$ cat src/rtl/ddc_mix_dec_if.sv
// ADC/DDS input and decimated I/Q output bundle for the MSK receive down-converter.
interface ddc_mix_dec_if;
    logic               adc_tvalid;
    logic signed [15:0] adc_tdata;
    logic        [15:0] dds_tdata;
    logic               sat_clr;
    logic               m_tvalid;
    logic signed [15:0] m_tdata_i;
    logic signed [15:0] m_tdata_q;
    logic               sat_flag;

    modport slave (
        input  adc_tvalid, adc_tdata, dds_tdata, sat_clr,
        output m_tvalid, m_tdata_i, m_tdata_q, sat_flag
    );
    modport master (
        output adc_tvalid, adc_tdata, dds_tdata, sat_clr,
        input  m_tvalid, m_tdata_i, m_tdata_q, sat_flag
    );
endinterface

$ cat src/rtl/ddc_mix_dec.sv
// Quadrature mixer followed by a 2^LOG2_DEC boxcar integrate-and-dump per rail,
// with floor scaling and 16-bit saturation of the decimated output.
module ddc_mix_dec #(
    parameter int LOG2_DEC = 2,
    parameter int ACC_W    = 30
) (
    input logic           clk,
    input logic           reset,
    ddc_mix_dec_if.slave  ddc_io
);
    localparam int SH = LOG2_DEC + 7;
    localparam logic signed [ACC_W-1:0] MAXV = ACC_W'(32767);
    localparam logic signed [ACC_W-1:0] MINV = -ACC_W'(32768);

    // S1: input capture
    logic               v1_q;
    logic signed [15:0] x_q;
    logic signed [7:0]  sin_q, cos_q;

    always_ff @(posedge clk or negedge reset) begin
        if (!reset) begin
            v1_q  <= 1'b0;
            x_q   <= '0;
            sin_q <= '0;
            cos_q <= '0;
        end else begin
            v1_q <= ddc_io.adc_tvalid;
            if (ddc_io.adc_tvalid) begin
                x_q   <= ddc_io.adc_tdata;
                sin_q <= ddc_io.dds_tdata[15:8];
                cos_q <= ddc_io.dds_tdata[7:0];
            end
        end
    end

    // S2: mix; 24-bit holds +2^22 so negating -32768*-128 cannot overflow
    logic               v2_q;
    logic signed [23:0] xe_d, se_d, ce_d, pi_d, pq_d, pi_q, pq_q;

    always_comb begin
        xe_d = 24'(x_q);
        se_d = 24'(sin_q);
        ce_d = 24'(cos_q);
        pi_d = xe_d * ce_d;
        pq_d = -(xe_d * se_d);
    end

    always_ff @(posedge clk or negedge reset) begin
        if (!reset) begin
            v2_q <= 1'b0;
            pi_q <= '0;
            pq_q <= '0;
        end else begin
            v2_q <= v1_q;
            if (v1_q) begin
                pi_q <= pi_d;
                pq_q <= pq_d;
            end
        end
    end

    // S3: integrate-and-dump; the dump sum includes the current sample
    logic                      v3_q;
    logic [LOG2_DEC-1:0]       cnt_q;
    logic signed [ACC_W-1:0]   acc_i_q, acc_q_q, sum_i_d, sum_q_d, sum_i_q, sum_q_q;
    logic                      last_d;

    always_comb begin
        sum_i_d = acc_i_q + ACC_W'(pi_q);
        sum_q_d = acc_q_q + ACC_W'(pq_q);
        last_d  = &cnt_q;
    end

    always_ff @(posedge clk or negedge reset) begin
        if (!reset) begin
            v3_q    <= 1'b0;
            cnt_q   <= '0;
            acc_i_q <= '0;
            acc_q_q <= '0;
            sum_i_q <= '0;
            sum_q_q <= '0;
        end else begin
            v3_q <= v2_q & last_d;
            if (v2_q) begin
                if (last_d) begin
                    sum_i_q <= sum_i_d;
                    sum_q_q <= sum_q_d;
                    acc_i_q <= '0;
                    acc_q_q <= '0;
                    cnt_q   <= '0;
                end else begin
                    acc_i_q <= sum_i_d;
                    acc_q_q <= sum_q_d;
                    cnt_q   <= cnt_q + LOG2_DEC'(1);
                end
            end
        end
    end

    // S4: floor scale and saturate
    logic                    v4_q, hit_q;
    logic signed [ACC_W-1:0] yi_d, yq_d;
    logic signed [15:0]      si_d, sq_d, si_q, sq_q;
    logic                    hit_d;

    always_comb begin
        yi_d  = sum_i_q >>> SH;
        yq_d  = sum_q_q >>> SH;
        si_d  = (yi_d > MAXV) ? 16'sh7FFF : (yi_d < MINV) ? 16'sh8000 : yi_d[15:0];
        sq_d  = (yq_d > MAXV) ? 16'sh7FFF : (yq_d < MINV) ? 16'sh8000 : yq_d[15:0];
        hit_d = (yi_d > MAXV) | (yi_d < MINV) | (yq_d > MAXV) | (yq_d < MINV);
    end

    always_ff @(posedge clk or negedge reset) begin
        if (!reset) begin
            v4_q  <= 1'b0;
            hit_q <= 1'b0;
            si_q  <= '0;
            sq_q  <= '0;
        end else begin
            v4_q <= v3_q;
            if (v3_q) begin
                si_q  <= si_d;
                sq_q  <= sq_d;
                hit_q <= hit_d;
            end
        end
    end

    // Output register: holds between strobes; a saturating strobe beats sat_clr
    logic               m_tvalid_q, sat_flag_q;
    logic signed [15:0] m_i_q, m_q_q;

    always_ff @(posedge clk or negedge reset) begin
        if (!reset) begin
            m_tvalid_q <= 1'b0;
            m_i_q      <= '0;
            m_q_q      <= '0;
            sat_flag_q <= 1'b0;
        end else begin
            m_tvalid_q <= v4_q;
            if (v4_q) begin
                m_i_q <= si_q;
                m_q_q <= sq_q;
            end
            if (v4_q && hit_q)      sat_flag_q <= 1'b1;
            else if (ddc_io.sat_clr) sat_flag_q <= 1'b0;
        end
    end

    assign ddc_io.m_tvalid  = m_tvalid_q;
    assign ddc_io.m_tdata_i = m_i_q;
    assign ddc_io.m_tdata_q = m_q_q;
    assign ddc_io.sat_flag  = sat_flag_q;
endmodule

$ cat src/flat_wrapper.sv
// flat-port wrapper written by rule: the top's interface ports become plain ports
module ddc_mix_dec_flat 
#(
    parameter int LOG2_DEC = 2,
    parameter int ACC_W    = 30
)
  (clk, reset, ddc_io_adc_tvalid, ddc_io_adc_tdata, ddc_io_dds_tdata, ddc_io_sat_clr, ddc_io_m_tvalid, ddc_io_m_tdata_i, ddc_io_m_tdata_q, ddc_io_sat_flag);
  ddc_mix_dec_if ddc_io_i ();
  input logic clk;
  input logic reset;
  input wire logic [$bits(ddc_io_i.adc_tvalid)-1:0] ddc_io_adc_tvalid;
  input wire logic [$bits(ddc_io_i.adc_tdata)-1:0] ddc_io_adc_tdata;
  input wire logic [$bits(ddc_io_i.dds_tdata)-1:0] ddc_io_dds_tdata;
  input wire logic [$bits(ddc_io_i.sat_clr)-1:0] ddc_io_sat_clr;
  output wire logic [$bits(ddc_io_i.m_tvalid)-1:0] ddc_io_m_tvalid;
  output wire logic [$bits(ddc_io_i.m_tdata_i)-1:0] ddc_io_m_tdata_i;
  output wire logic [$bits(ddc_io_i.m_tdata_q)-1:0] ddc_io_m_tdata_q;
  output wire logic [$bits(ddc_io_i.sat_flag)-1:0] ddc_io_sat_flag;
  assign ddc_io_i.adc_tvalid = ddc_io_adc_tvalid;
  assign ddc_io_i.adc_tdata = ddc_io_adc_tdata;
  assign ddc_io_i.dds_tdata = ddc_io_dds_tdata;
  assign ddc_io_i.sat_clr = ddc_io_sat_clr;
  assign ddc_io_m_tvalid = ddc_io_i.m_tvalid;
  assign ddc_io_m_tdata_i = ddc_io_i.m_tdata_i;
  assign ddc_io_m_tdata_q = ddc_io_i.m_tdata_q;
  assign ddc_io_sat_flag = ddc_io_i.sat_flag;
  ddc_mix_dec #(.LOG2_DEC(LOG2_DEC), .ACC_W(ACC_W)) u_core (.clk(clk), .reset(reset), .ddc_io(ddc_io_i));
endmodule
$ cat config.mk
export PLATFORM = sky130hd
export DESIGN_NAME = ddc_mix_dec_flat
export DESIGN_NICKNAME = d
export VERILOG_FILES = /design/src/rtl/ddc_mix_dec_if.sv /design/src/rtl/ddc_mix_dec.sv /design/src/flat_wrapper.sv
export SDC_FILE = /design/constraint.sdc
export NUM_CORES = 1
export LEC_CHECK = 0
export BUFFER_PORTS_ARGS = -buffer_cell sky130_fd_sc_hd__buf_2
export CAP_MARGIN = 20
export CORE_ASPECT_RATIO = 1.5
export CORE_MARGIN = 3
export CORE_UTILIZATION = 25
export CTS_CLUSTER_SIZE = 20
export DETAILED_ROUTE_END_ITERATION = 6
export PLACE_DENSITY = 0.4
export SETUP_SLACK_MARGIN = 0.5
export SLEW_MARGIN = 0
export SYNTH_ARGS = -nofsm -noshare
export SYNTH_HDL_FRONTEND = slang
export SYNTH_SLANG_ARGS = --single-unit
$ cat constraint.sdc
create_clock -name clk -period 7.1 [get_ports clk]
set_clock_uncertainty 0.2 [all_clocks]
set_input_delay 1.42 -clock clk [delete_from_list [all_inputs] [get_ports clk]]
set_output_delay 1.42 -clock clk [all_outputs]
set_load 0.05 [all_outputs]
==> run metrics, run 1 <==
outcome=complete, no violations; post-synthesis cell area=0.0218 mm^2; layout cells sized above 1=about an eighth; Max-slew headroom=a little over two fifths; first-pass GRT wire length=between 90000 and 100000 um; initial antenna violation count=0; antenna violation net count after detailed routing=0; CP Max Fanout=17; Total GRT Usage=between 10% and 20%; total gr overflow=0; ANT cells=0; #FFs+latches synth=255; placed cell areas=about 0.023 mm^2; Tmin final=5740 ps; wire per inst=~16 um; Post-Syn Nets=2600; postcts setup bufs=0; die area=0.0909 mm^2; Async SR Flop Fraction=100%; setup ws final=approximately 1400 ps; Req. time, crit path=between 7000 and 8000 ps; # fillers=approximately 9100; EDFF count, synth=0; # port buffers=69; cts bufs inserted=34; clock latency at the later pin of the worst-skew pair=560 ps; RSZ-0062 raised after global routing=no; vias=roughly 15000; # hold bufs at CTS=0; TritonCTS clock tree=yes; Hold Vio Cnt, Final=0; cell count of the worst reg-to-reg path=16; Via density=around 4.5; DR pass1 iterations=5; Layout Nets=between 2000 and 3000; 1st-iter DRT viols=about 630; row count=~130; clk slew on worst S/H paths=approximately 60 ps; most frequent cells in the layout=272 x inv_1, 253 x dfrtp_1, 202 x fa_1; Worst Tran Pin Value=between 800 and 900 ps; WL final=53900 um; Pins Over Slew Limit=0; hpwl dp=approximately 40000 um; dpl ws=1310 ps; Die Ht=around 370 um; Top-Level Pins=70; commonest non-fill, non-tap cell in the layout=inv_1; post-layout util=28.4%; Final period util=between 80% and 90%; Design Area, Final=approximately 0.024 mm^2; register area share after synthesis=between 20% and 30%; WP data arrival=around 6000 ps; DRC=0; vias in the first global route=between 15000 and 20000; WHS Path Cells=2; type of the most critical hold path=reg2reg; Max Cap Viol=0; root buffer cell=clkbuf_16; synthesis warning total=0; clock sink count=around 260; largest net degree at the start of global routing=92; Mean Syn Cell Area=roughly 10 um^2; area delta synth->final=12.3%; Gates resized, CTS repair=0; RD Place Congestion=~0.76; clk buf depth=3; CP startpoint kind=register; f_max=around 0.17 GHz; Post-synth top flop=dfrtp_1; library cells used by synthesis=85; Die X-Extent=247 um; Initial Util=25.3%; Multi-input gate area=around 0.014 mm^2; FF/Latch Area=roughly 0.0064 mm^2; Final TNS setup=0 ps; crit path capture type=register; Crit Path Class=reg2reg; core area=around 0.086 mm^2; Syn Inst Count=2189; final setup vio count=0; htree depth=2
[per-stage QoR]
step / std cells / hold slack, ps
5_1_grt: 3379 / 306
3_5_place_dp: 3320 / 274
2_1_floorplan: 2189 / 152
6_report: 3379 / 282
4_1_cts: 3379 / 288
3_3_place_gp: 3319 / 265
[cell usage after synthesis, types with 12 or more instances]
cell       count  area [um^2]
and2_1       180         1130
o21a_1        13         97.6
a21o_1        45          338
o31ai_1       12         90.1
a21oi_1      131          656
o21ai_0       73          365
dfrtp_1      255         6380
nand3_1       29          145
xnor2_1       58          508
nand2b_1      13         81.3
nand2_1      143          537
xor2_1        32          280
nor2_1        99          372
ha_1         173         2160
nor3_1        17         85.1
mux2_2        95         1070
o2bb2ai_1     46          403
inv_1        272         1020
clkbuf_1      81          304
and3_1        13         81.3
nor2b_1       26          163
fa_1         202         4040
nand4_1       12         75.1
[sequential cells by signal (all words and copies together), names as in the netlist, 2 cells and up]
register,cells
u_core.x_q,16
u_core.acc_q_q,30
u_core.sum_q_q,21
u_core.ddc_io.m_tdata_i,16
u_core.ddc_io.m_tdata_q,16
u_core.cos_q,8
u_core.sq_q,16
u_core.pi_q,24
u_core.si_q,16
u_core.sum_i_q,21
u_core.cnt_q,2
u_core.acc_i_q,30
u_core.sin_q,8
u_core.pq_q,24
[worst paths after layout]
check	slack, ps	endpoint	from
worst min-delay path	280	u_core.sum_i_q[14]	u_core.sum_i_q[14]
worst max-delay path	1360	u_core.pq_q[22]	u_core.x_q[5]
min in group asynchronous	690	u_core.ddc_io.m_tdata_i[2]	reset
worst min register to register	280	u_core.sum_i_q[14]	u_core.sum_i_q[14]
worst max register to register	1360	u_core.pq_q[22]	u_core.x_q[5]
max in group asynchronous	4670	u_core.v3_q	reset
[logic make-up (layout without fill, tap and decap cells)]
logic type	count (synthesis)	count (layout)	synth area share, %
and+or+nand+nor	566	566	13.5
AOI/OAI and AO/OA	439	439	13.9
adders and majority gates	375	375	28.5
buffers and inverters	367	418	6.36
DFF	255	255	29.3
muxes	97	97	5.00
xor gates and xnor gates	90	90	3.61
[worst max-delay path: stages (launching register included)]
cell      delay [ps]
dfrtp_1          630
and2_1           310
fa_1             480
inv_1             50
fa_1             500
fa_1             570
fa_1             410
ha_1             290
ha_1             350
a21oi_1          210
o211ai_1         150
a311oi_1         460
o31ai_2          160
a31oi_1          280
o21ai_0          150
xor2_1           160
mux2_2           260
[cell type report]
class                   instances  share of cell area, %
repair buffers                 84                   1.91
clock inverters                14                  0.644
multi-input cells            1567                   57.4
well taps                    1139                   5.82
flip-flops and latches        255                   26.1
inverters                     275                   4.21
clock buffers                  45                   3.97
[routing by layer]
metal  track usage [%]  up-vias  wire, um
met5                 0        -         0
met4              3.16        0      1050
met2              21.0      172     26400
met3              1.61       48      1390
li1                  -     7377         -
met1              16.2     7485     25100
Power of run 1 is left out: the tool's default activity adds up to more than one toggle a clock period on the data nets, which glitch-free logic cannot reach.
==> run 2: changes to the inputs <==
==> constraint.sdc (replaced) <==
create_clock -name clk -period 5.7 [get_ports clk]
set_clock_uncertainty 0.2 [all_clocks]
set_input_delay 1.14 -clock clk [delete_from_list [all_inputs] [get_ports clk]]
set_output_delay 1.14 -clock clk [all_outputs]
set_load 0.05 [all_outputs]
==> run 2 against run 1 <==
Critical path depth grew 3; maximum frequency grew 9.5%; via count grew 0.79%; sequential share of layout area shrank 1.1 points; first-iteration DRC count shrank 23%; setup slack lost 900 ps; global-route usage is essentially flat.
==> run metrics, run 2 (synthesis gave the netlist of run 1 again) <==
Pins Over Slew Limit=0; # fillers=8942; largest net degree at the start of global routing=106; Min Hold Slack=approximately 280 ps; ANT cells=0; Crit. Startpoint=u_core.x_q[7]; Die Ht=about 370 um; RD Place Congestion=between 0.8 and 0.9; Top-Level Pins=70; total gr overflow=0; Tmin final=between 5000 and 6000 ps; setup ws final=458 ps; TritonCTS clock tree=yes; crit path capture type=register; commonest non-fill, non-tap cell in the layout=inv_1; Design Area, Final=0.0257 mm^2; Initial Util=approximately a quarter; # port buffers=a little under 70; DR pass1 iterations=4; Total GRT Usage=12.2%; cell count of the worst reg-to-reg path=19; htree depth=1; clk slew on worst S/H paths=60 ps; Multi-input gate area=0.0147 mm^2; vias=roughly 15000; first-pass GRT wire length=~90000 um; # hold bufs at CTS=0; core area=0.0864 mm^2; clock latency at the later pin of the worst-skew pair=approximately 600 ps; wire per inst=15.9 um; Final TNS setup=0 ps; area delta synth->final=17.9%; WL final=54900 um; Hold Vio Cnt, Final=0; die area=0.0909 mm^2; FF/Latch Area=roughly 0.0064 mm^2; dpl ws=~56 ps; DRC=0; Via density=4.40; 1st-iter DRT viols=between 400 and 500; hpwl dp=~42000 um; most frequent cells in the layout=261 x inv_1, 234 x dfrtp_1, 192 x fa_1; f_max=~0.19 GHz; Max Cap Viol=0; outcome=complete, no violations; row count=between 100 and 150; placed cell areas=roughly 0.024 mm^2; final setup vio count=0; type of the most critical hold path=reg2reg; Max-slew headroom=27.4%; Layout Nets=2700; clk buf depth=3; clock sink count=between 200 and 300; WP data arrival=between 5000 and 6000 ps; Req. time, crit path=between 5000 and 6000 ps; vias in the first global route=16600; Crit Path Class=reg2reg; CP startpoint kind=register; worst r2r src=u_core.x_q[7]; Worst Setup EP=u_core.pq_q[17]; Worst Tran Pin Value=between 1000 and 1500 ps; root buffer cell=clkbuf_16; RSZ-0062 raised after global routing=yes; CP Max Fanout=5; Regs by FF count=u_core.acc_i_q x30, u_core.acc_q_q x30; initial antenna violation count=0; cts bufs inserted=31; R2R setup slack=between 400 and 500 ps; r2r endpoint=u_core.pq_q[17]; Die X-Extent=between 200 and 250 um; Final period util=about nine tenths; layout cells sized above 1=between 10% and 20%; antenna violation net count after detailed routing=0
## run 2: critical path, stage by stage (launching register included)
cell	delay [ps]
dfrtp_2	430
buf_12	140
buf_4	140
and2_4	150
fa_1	500
inv_1	50
fa_2	540
fa_2	440
fa_1	510
ha_4	300
ha_4	210
a21o_1	190
a21oi_2	130
o21ai_1	70
a211o_1	280
buf_6	140
a21o_1	200
a21oi_2	170
xnor2_2	90
mux2_4	260
## run 2: worst min path at each step
stage / slack [ps] / start / cells past startpoint / to
2_1_floorplan: 150 / u_core.v4_q / 0 / u_core.ddc_io.m_tvalid
3_3_place_gp: 260 / u_core.cnt_q[0] / 1 / u_core.cnt_q[0]
3_5_place_dp: 270 / u_core.sum_i_q[13] / 2 / u_core.sum_i_q[13]
4_1_cts: 290 / u_core.sum_i_q[13] / 2 / u_core.sum_i_q[13]
5_1_grt: 300 / u_core.sum_i_q[21] / 2 / u_core.sum_i_q[21]
6_report: 280 / u_core.sum_i_q[20] / 2 / u_core.sum_i_q[20]
## run 2: area by class of cell
cell class | instances | share of cell area, %
Clock buffer | 39 | 3.29
Clock inverter | 17 | 0.808
Inverter | 275 | 4.01
Multi-Input combinational cell | 1567 | 57.0
Sequential cell | 255 | 24.9
Tap cell | 1139 | 5.54
Timing Repair Buffer | 159 | 4.43
## run 2: through the flow
| stage | cells | utilization [%] |
|---|---|---|
| after detailed placement | 3353 | 27.4 |
| after CTS | 3428 | 29.0 |
| after global routing | 3451 | 29.8 |
| after global placement | 3352 | 27.4 |
| final | 3451 | 29.8 |
| after floorplan | 2189 | - |
## run 2: layer usage
metal / wire length (um) / part of all wire, % / global-route usage [%] / vias to the layer above
met1: 25000 / 45 / 16.0 / 7460
met5: 0 / 0 / 0 / -
met4: 1180 / 2.1 / 3.08 / 0
met3: 1540 / 2.8 / 1.44 / 63
li1: - / - / - / 7517
met2: 27300 / 50 / 21.4 / 161
## run 2: repair_timing
item,4_1_cts,5_1_grt
endpoints found under the setup margin,19,18
setup buffers,19,22
resized for setup,57,100
hold endpoints to repair,0,0
pin swaps,33,92
Power of run 2 is left out for the same reason.
==> run 3: changes to the inputs <==
--- a/config.mk
+++ b/config.mk
@@ -12,6 +12,7 @@
 export CORE_UTILIZATION = 25
 export CTS_CLUSTER_SIZE = 20
 export DETAILED_ROUTE_END_ITERATION = 6
+export MAX_ROUTING_LAYER = met4
 export PLACE_DENSITY = 0.4
 export SETUP_SLACK_MARGIN = 0.5
 export SLEW_MARGIN = 0
==> constraint.sdc (replaced) <==
create_clock -name clk -period 5.7 [get_ports clk]
set_clock_uncertainty 0.2 [all_clocks]
set_input_delay 0.57 -clock clk [delete_from_list [all_inputs] [get_ports clk]]
set_output_delay 0.57 -clock clk [all_outputs]
set_load 0.05 [all_outputs]
==> run 3 against run 2 <==
Setup slack lost 20 ps; non-clock buffer count grew 43; cell count grew 1.2%; first-iteration DRC count grew 1.2%; flip-flop and latch count is the same; count of clock-buffer cells in the layout grew 3; global-route usage grew 0.48 points; hold slack lost 230 ps; via count grew 1.8%; utilization grew 0.47 points; critical path depth shrank 1; die area is the same; critical path type unchanged; critical endpoint unchanged.
==> run metrics, run 3 (synthesis gave the netlist of run 1 again) <==
clock sink count=about 260; final setup vio count=0; cell count of the worst reg-to-reg path=18; Pins Over Slew Limit=0; hpwl dp=about 42000 um; WHS Path Cells=3; Crit Path Class=reg2reg; clk slew on worst S/H paths=60 ps; crit path capture type=register; DR pass1 iterations=5; Hold Vio Cnt, Final=0; Top-Level Pins=70; f_max=between 0.15 and 0.2 GHz; # fillers=roughly 9000; Max Cap Viol=0; cts bufs inserted=30; Die X-Extent=between 200 and 250 um; layout cells sized above 1=between 20% and 30%; htree depth=1; clock latency at the later pin of the worst-skew pair=about 600 ps; wire per inst=around 16 um; r2r endpoint=u_core.pq_q[17]; R2R setup slack=about 440 ps; Initial Util=25.3%; ANT cells=0; WL final=between 50000 and 60000 um; Total GRT Usage=between 10% and 20%; DRC=0; hold endpoint=u_core.cos_q[7]; Min Hold Slack=about 50 ps; Worst Tran Pin Value=approximately 830 ps; Via density=4.43; type of the most critical hold path=in2reg; Layout Nets=between 2000 and 3000; Tmin final=5260 ps; Hold Crit Start=ddc_io_dds_tdata[7]; core area=between 0.08 and 0.09 mm^2; CP dominant cell by count=ha_4; commonest non-fill, non-tap cell in the layout=inv_1; clk buf depth=3; Req. time, crit path=roughly 6000 ps; worst r2r src=u_core.x_q[4]; RSZ-0062 raised after global routing=yes; row count=around 130; CP startpoint kind=register; Cell Chain, Critical Path=buf_6 -> and2_1 -> fa_2 -> fa_1 -> ha_4 -> inv_2 -> fa_1 -> ha_4 -> ha_4 -> a21o_1 -> o21bai_4 -> a41o_1 -> a211o_1 -> buf_4 -> a21o_1 -> a21oi_1 -> xnor2_1 -> mux2_2; Final TNS setup=0 ps; die area=a little over 0.09 mm^2; Final period util=approximately 92%; outcome=complete, no violations; WP data arrival=~5600 ps; initial antenna violation count=0; 1st-iter DRT viols=just under 500; first-pass GRT wire length=just over 90000 um; Max-slew headroom=about 45%; root buffer cell=clkbuf_16; Layout Cells excl Fill=3494; CP Max Fanout=4; Crit path largest cell delay=approximately 570 ps; antenna violation net count after detailed routing=0; total gr overflow=0; RD Place Congestion=about 0.82; most frequent cells in the layout=261 x inv_1, 232 x dfrtp_1, 188 x fa_1; Die Ht=between 300 and 400 um; largest net degree at the start of global routing=109; vias in the first global route=16700; # port buffers=just under 70; Regs by FF count=u_core.acc_i_q x30, u_core.acc_q_q x30; placed instance count=3352; vias=roughly 15000; TritonCTS clock tree=yes; area delta synth->final=19.8%; CP max stage cell=fa_2
==> run 3: changes by cell type in the layout (fill, tap and decap cells not counted), sizes merged <==
| cell | delta |
|---|---|
| buf | +13 |
| clkbuf | +4 |
| clkinvlp | +1 |
| bufinv | -1 |
| dlygate4sd3 | +29 |
| inv | -3 |
==> run 3: stage by stage <==
step | setup slack [ps] | util, % | cell area [um^2]
floorplan | 460 | - | 21800
global placement | 109 | 27.4 | 23600
detailed placement | 35.8 | 27.4 | 23600
CTS | 450 | 29.6 | 25600
global route | 288 | 30.2 | 26100
finish | 437 | 30.2 | 26100
==> run 3: repair_timing <==
action	in CTS	in global routing
setup endpoints to repair	19	19
hold buffers	29	0
resized for setup	83	83
gates cloned	0	0
buffers inserted	33	23
hold endpoints to repair	117	0
pin swaps	48	92
==> run 3: worst max-delay path by stage <==
stage,startpoint,end
2_1_floorplan,u_core.sin_q[0],u_core.pq_q[23]
3_3_place_gp,u_core.x_q[2],u_core.pi_q[20]
3_5_place_dp,u_core.sin_q[0],u_core.pq_q[22]
4_1_cts,u_core.sin_q[0],u_core.pq_q[22]
5_1_grt,u_core.x_q[6],u_core.pq_q[18]
6_report,u_core.x_q[4],u_core.pq_q[17]
==> run 3: final cells by class <==
type / instances / area [um^2] / share of cell area [%]
Clock buffer: 42 / 856 / 3.28
Sequential cell: 255 / 6420 / 24.6
Multi-Input combinational cell: 1567 / 14700 / 56.3
Tap cell: 1139 / 1430 / 5.46
Inverter: 275 / 1030 / 3.95
Timing Repair Buffer: 202 / 1530 / 5.85
Clock inverter: 14 / 168 / 0.642
==> run 3: critical path, delay by kind of cell, from the launching register on <==
kind                       cells  cell delay (ps)
muxes                          1              260
xor gates and xnor gates       1              100
buffers and inverters          3              350
AOI/OAI and AO/OA              6             1380
adders and majority gates      6             2240
and+or+nand+nor                1              160
DFF                            1              500
==> run 3: layer usage <==
layer	up-vias	share of wire, %	track usage, %	wire, um
met5	-	0	-	0
met4	0	1.8	2.59	1010
met3	60	2.7	1.33	1510
met2	180	50	22.0	27700
met1	7610	45	16.1	25100
li1	7627	-	-	-
Power of run 3 is left out for the same reason.
